**src/rtl/counter_pkg.sv**
```systemverilog
// counter_pkg: mode constants and load-value clamping shared by the modulus counter.
package counter_pkg;
    localparam int MODE_WRAP = 0;
    localparam int MODE_SAT  = 1;

    function automatic int unsigned clamp_mod(input int unsigned value, input int unsigned m);
        return (value >= m) ? m - 1 : value;
    endfunction
endpackage

```
**src/rtl/tff_cell.sv**
```systemverilog
// tff_cell: T flip-flop with async clear, sync clear/load override, toggle input.
module tff_cell #(
    parameter logic RST_BIT = 1'b0
) (
    input  logic CLK,
    input  logic CLR,
    input  logic SCLR,
    input  logic LD,
    input  logic D,
    input  logic T,
    output logic Q,
    output logic NQ
);
    always_ff @(posedge CLK or posedge CLR)
        if (CLR) Q <= RST_BIT;
        else if (SCLR) Q <= 1'b0;
        else if (LD) Q <= D;
        else if (T) Q <= ~Q;

    assign NQ = ~Q;
endmodule

```
**src/rtl/mod_counter.sv**
```systemverilog
// mod_counter: up/down modulus counter with load, sync clear, wrap/saturate and cascade outputs.
module mod_counter
    import counter_pkg::*;
#(
    parameter int W       = 4,
    parameter int MOD     = 16,
    parameter int SAT     = MODE_WRAP,
    parameter int RST_VAL = 0
) (
    input  logic         CLK,
    input  logic         CLR,
    input  logic         EN,
    input  logic         SCLR,
    input  logic         UP,
    input  logic         LD,
    input  logic [W-1:0] D,
    output logic [W-1:0] Q,
    output logic         TC,
    output logic         WRAP
);
    localparam logic [W-1:0] TOP = W'(MOD - 1);
    localparam logic IS_SAT = (SAT == MODE_SAT);

    if (MOD < 2 || longint'(MOD) > (longint'(1) << W) || RST_VAL < 0 || RST_VAL >= MOD) begin : g_bad_params
        $error("mod_counter: illegal MOD or RST_VAL for width W");
    end

    logic [W-1:0] nq, ld_val, cnt_nxt, tgl;
    logic at_top, at_zero;

    assign at_top  = (Q == TOP);
    assign at_zero = &nq;
    assign TC      = EN & (UP ? at_top : at_zero);
    assign ld_val  = W'(clamp_mod(32'(D), 32'(MOD)));

    always_comb begin
        cnt_nxt = UP ? (at_top ? (IS_SAT ? Q : '0) : Q + W'(1))
                     : (at_zero ? (IS_SAT ? Q : TOP) : Q - W'(1));
        tgl = EN ? (Q ^ cnt_nxt) : '0;
    end

    // each cell flips exactly the bits that differ between the count and its successor
    for (genvar i = 0; i < W; i++) begin : g_cell
        tff_cell #(.RST_BIT(1'((RST_VAL >> i) & 1))) u_cell (
            .CLK (CLK),
            .CLR (CLR),
            .SCLR(SCLR),
            .LD  (LD),
            .D   (ld_val[i]),
            .T   (tgl[i]),
            .Q   (Q[i]),
            .NQ  (nq[i])
        );
    end

    always_ff @(posedge CLK or posedge CLR)
        if (CLR) WRAP <= 1'b0;
        else WRAP <= TC & ~SCLR & ~LD & ~IS_SAT;
endmodule

```
**config.mk**
```make
export PLATFORM = sky130hd
export DESIGN_NAME = mod_counter
export DESIGN_NICKNAME = d
export VERILOG_FILES = /design/src/rtl/counter_pkg.sv /design/src/rtl/tff_cell.sv /design/src/rtl/mod_counter.sv
export SDC_FILE = /design/constraint.sdc
export NUM_CORES = 1
export LEC_CHECK = 0
export CAP_MARGIN = 30
export CELL_PAD_IN_SITES_DETAIL_PLACEMENT = 1
export CELL_PAD_IN_SITES_GLOBAL_PLACEMENT = 2
export CORE_MARGIN = 2
export CORE_UTILIZATION = 24
export CTS_CLUSTER_SIZE = 30
export DETAILED_ROUTE_END_ITERATION = 10
export PLACE_DENSITY = 0.86
export RECOVER_POWER = 50
export SYNTH_ARGS = -nofsm -noshare
export SYNTH_HDL_FRONTEND = slang
export SYNTH_SLANG_ARGS = --single-unit
```
**constraint.sdc**
```tcl
create_clock -name CLK -period 4.23 [get_ports CLK]
set_input_delay 0.423 -clock CLK [delete_from_list [all_inputs] [get_ports CLK]]
set_output_delay 0.423 -clock CLK [all_outputs]
set_load 0.005 [all_outputs]
```
# Yosys cells after proc, flatten, opt, wreduce, memory -nomap -nowiden
# Index checks and enable logic that the tools add are counted.
# totals
ff_bits	5
in_bits	10
wordCells	40
# op_classes
addsub	2
eq_ne	1
mux	17
bitwise_logic	10
n_reduce_logical	5
# op_table
cell	count
4-bit two-way mux	4
1-bit two-way mux	13
3-bit nonzero test	4
1-bit inverter	6
4-bit by 1-bit adder with 4-bit output (second input constant)	1
4-bit equality test (second input constant)	1
4-bit AND reduction	1
4-bit by 1-bit subtractor with 4-bit output (second input constant)	1
4-bit bitwise XOR	1
1-bit bitwise AND	3

# Depth between registers and ports, before layout
# depth
word_depth	9
mapped_depth	5

# Hierarchy
# A second synthesis with hierarchy kept.
# hier_totals
cells_unflattened	63
hier_area_um2	519.2
# modules_own_cells
mod	n_inst	cells_each	area_each_um2
mod_counter	1	35	264.0
tff_cell	4	7	63.8

# Worst setup path before layout
# Ideal clock, no wire load.
# synth_timing
kind	register to output
from	reg g_cell[1].u_cell.Q
to	out TC
arrival_time_ns	1.247
path_slack_ns	2.560
stages_incl_launch_ff	4
path_cell_list	dfrtp_1 or4_4 mux2i_1 and2_2
# synth_between
elab_chain_len	4
word_cells_on_any_way	5
# synth_rtl
item	line	source
from (decl)	tff_cell.sv:11	output logic Q,
from (signal assigned)	tff_cell.sv:18	else if (T) Q <= ~Q;
1-bit inverter	tff_cell.sv:20	assign NQ = ~Q;
4-bit AND reduction	mod_counter.sv:32	assign at_zero = &nq;
1-bit two-way mux *	mod_counter.sv:33	assign TC = EN & (UP ? at_top : at_zero);
1-bit bitwise AND *	mod_counter.sv:33	
to (decl)	mod_counter.sv:18	output logic TC,
# Every way passes the cells marked *; elsewhere a longest branch is shown, timed or not.

# Worst setup path in the final report
# layout_timing
from	in UP
to	out TC
# layout_between
elab_chain_len	2
# layout_rtl
item	line	source
from (decl)	mod_counter.sv:14	input logic UP,
1-bit two-way mux	mod_counter.sv:33	
1-bit bitwise AND	mod_counter.sv:33	
# No other way between the ends.

==> metrics.csv <==
stage;metric;value;unit
run_status;status;finished, final reports clean;
floorplan;overall die area;1988;µm²
clock_network;root buffer cell;clkbuf_4;
sta;hold violation total from the final report;0;
global_route;maximum number of pins on one net before global-route repair;10;
setup_path;Max Fanout on Critical Path;6;
cells_and_area;Final Instance Count excl. Fillers;74;
global_route;wire length of the first global-routing pass;1449;µm
clock_network;TritonCTS Buffers;3;
pwr;sequential group share of total power;0.385;
placement;Post-Place Cells;70;
floorplan;core box area;1524;µm²
setup_path;Slowest cell on crit path;dlygate4sd3_1;
logic_synthesis;cell area after synthesis;395.4;µm²
pwr;P_sw;37.37;µW
setup_path;critical path class;primary input to output port;
logic_synthesis;number of warnings reported in the yosys synthesis log;0;
floorplan;boundary pin count;16;
logic_synthesis;most area-consuming cells after synthesis;dfrtp_1 (32%), buf_4 (7.6%), ha_1 (6.3%);
setup_path;data required time of the critical path;3.81;ns
logic_synthesis;part of the Yosys area used for sequential elements;0.3165;
floorplan;initial core utilization;0.2594;
sta;RSZ-0062 raised after global routing;no;
global_route;total congestion overflow;0;
clock_network;worst-skew pair later-pin latency;0.24;ns
sta;worst-margin pin slew;0.2950;ns
global_route;routing usage on met1;0.1171;
sta;final setup TNS;0;ns
pwr;combinational cell fraction of total power;0.249;
logic_synthesis;most frequent cells after synthesis;dfrtp_1 (5), inv_1 (5), buf_4 (4), nor2_1 (3);
clock_network;TritonCTS Sinks;5;
setup_path;crit path buf inv count;2;
sta;setup clock skew after layout;0.002216;ns
route;wire length per cell after detailed routing;11.72;µm
route;number of design-rule violations left by the first detailed-router iteration;0;
sta;min cycle time layout;2.797;ns
route;number of vias after detailed routing;360;
pwr;overall power after layout;146.5;µW
floorplan;Chip Height;44.59;µm
logic_synthesis;simple logic cell fraction of the synthesized area;0.2880;
pwr;power density over the cells;260.8;nW/µm²
pwr;maximum VDD drop;0.08157;mV
clock_network;number of H-tree levels;1;
cells_and_area;count of antenna diodes in the layout;0;
pwr;Leak;0.2425;nW
route;drc violations;0;
route;Via-to-Cell Ratio;4.865;
logic_synthesis;number of storage elements in the synthesis netlist;5;
placement;count of buffers from port buffering;15;
logic_synthesis;share of synthesized cell area in full adder, half adder and majority cells;0.06329;
logic_synthesis;Netlist cell types;28;
logic_synthesis;mean cell area of the mapped netlist;9.195;µm²
pwr;Sw Share;0.2550;
global_route;Most Crowded Layer GR;met2;
clock_network;clock tree from TritonCTS;built;
placement;HPWL Detailed;738.7;µm
setup_path;critical path data arrival time;2.37;ns
sta;peak clock frequency supported by timing;0.3576;GHz
setup_path;cell family with most CP delay;buffers and inverters;
job;max_cap viols;0;
logic_synthesis;fraction of synthesized cell area taken by the top area cell type;0.3165;
route;Routed Antenna Nets;0;
logic_synthesis;Mapped Nets;55;
setup_path;maximum single-stage delay on the critical path;0.61;ns
cells_and_area;post-synthesis to final-layout area growth;42.09;%
cells_and_area;Layout Nets;71;
setup_path;critical path endpoint category;output port;
setup_path;critical path startpoint category;primary input;
sta;post-route fraction of the period consumed by the critical path;0.6611;
global_route;number of antenna violations at the first check in global routing;0;
sta;final worst slack;1.433;ns
logic_synthesis;largest family of logic cells by synthesized area;simple AND/OR/NAND/NOR gates;
logic_synthesis;post-synthesis mux area share;0.02532;
logic_synthesis;post-synthesis share of cell area spent on xor and xnor gates;0.02215;
clock_network;Hold-fix buffers, CTS;0;
sta;number of pins with negative max-slew slack in the final report;0;
logic_synthesis;Synth Flop Type;dfrtp_1;
global_route;global-route met2 utilization;0.1536;
route;detailed-route wire length;867;µm
sta;tightest slew margin relative to the limit;0.8030;
floorplan;width of the die;44.59;µm
global_route;global-route total usage across every layer;0.09750;
worst_hold_path;class of the tightest hold or removal check;primary input to async pin;
cells_and_area;share of cells above drive strength 1;0.1379;
clock_network;largest buffer count on any clock path;2;
floorplan;FP Rows;14;
route;TritonRoute pass-1 iters;1;
logic_synthesis;leading area contributor after synthesis;dfrtp_1;
global_route;vias in the first global route;369;
placement;final RePlAce weighted congestion;0.6798;
logic_synthesis;number of flops mapped to enable cells by yosys;0;
setup_path;cells along the critical path;dlygate4sd3_1 -> or4_4 -> mux2i_1 -> and2_2 -> clkdlybuf4s50_1;
clock_network;PostCTS Resize Cnt;0;
pwr;Pint;109.2;µW
clock_network;Clock Pin Slew Worst Setup and Hold Paths;0.04;ns
logic_synthesis;synthesized-area fraction occupied by ao, oa, aoi and oai cells;0.1614;
global_route;global routing met3 resource utilization;0.02857;
pwr;Clk network pwr share;0.366;
clock_network;post-CTS setup repair buffer count;0;
logic_synthesis;fraction of registers with async set or reset after synthesis;1.000;
sta;# setup viols final;0;
logic_synthesis;Post-Syn Instances;43;
placement;DP Worst Slack;1.542;ns
==> cell usage in the layout, fill, tap and decap left out, types with 2 or more instances in the layout <==
cell type	instances
clkdlybuf4s50_1	11
dfrtp_1	5
inv_1	5
dlygate4sd3_1	4
nor2_1	3
clkbuf_4	3
a21oi_1	2
ha_1	2
==> kinds of logic after synthesis <==
group           after synthesis
buf+inv                       9
xor+xnor                      1
simple gates                 17
flops                         5
fa+ha+maj                     2
mux                           1
compound gates                8
==> worst reg2reg max path, stage by stage (launching register included) <==
cell	delay, ns
dfrtp_1	0.44
or4_4	0.57
mux2i_1	0.17
and4_1	0.21
==> power groups by stage <==
| stage | Clock (mW) | Combinational [mW] | Sequential, mW |
|---|---|---|---|
| after global routing | 0.0581 | 0.0403 | 0.0572 |
| after CTS | 0.0571 | 0.0379 | 0.0566 |
| final | 0.0536 | 0.0366 | 0.0564 |
| after detailed placement | 0 | 0.0379 | 0.0570 |
| after global placement | 0 | 0.0378 | 0.0571 |
| after floorplan | 0 | 0.0207 | 0.0556 |
==> state kept, by name, indices dropped and copies added (netlist names) <==
register and cells:
WRAP 1, g_cell.u_cell.Q 4
==> cell type report <==
type | count | area, µm²
Multi-Input combinational cell | 29 | 221.5
Clock buffer | 4 | 26.28
Fill cell | 184 | 962.2
Inverter | 5 | 18.77
Timing Repair Buffer | 15 | 150.1
Tap cell | 16 | 20.02
Sequential cell | 5 | 125.1
==> metrics by stage <==
step	utilization	hold slack, ns	area, µm²
after floorplan	-	0.2015	395.4
after global placement	0.3514	0.6260	535.5
after detailed placement	0.3514	0.6424	535.5
after CTS	0.3686	0.3878	561.8
after global routing	0.3686	0.5366	561.8
final	0.3686	0.5256	561.8
==> per-layer routing <==
metal	part of all wire	vias to the layer above	wire length, µm
li1	-	187	-
met1	0.48	165	420
met2	0.47	8	405
met3	0.047	0	41
met4	0	0	0
met5	0	-	0
==> worst paths after layout <==
| kind | startpoint | to | slack, ns | cells past startpoint |
|---|---|---|---|---|
| setup / recovery | UP | TC | 1.43 | 5 |
| hold / removal | CLR | g_cell[2].u_cell.Q | 0.53 | 2 |
| setup reg to reg | g_cell[1].u_cell.Q | WRAP | 2.76 | 3 |
| hold reg to reg | g_cell[2].u_cell.Q | g_cell[2].u_cell.Q | 0.71 | 2 |
| max in group asynchronous | CLR | WRAP | 3.54 | 2 |
| min in group CLK | g_cell[2].u_cell.Q | g_cell[2].u_cell.Q | 0.71 | 2 |
No activity file was read; power rests on OpenSTA's default activity.
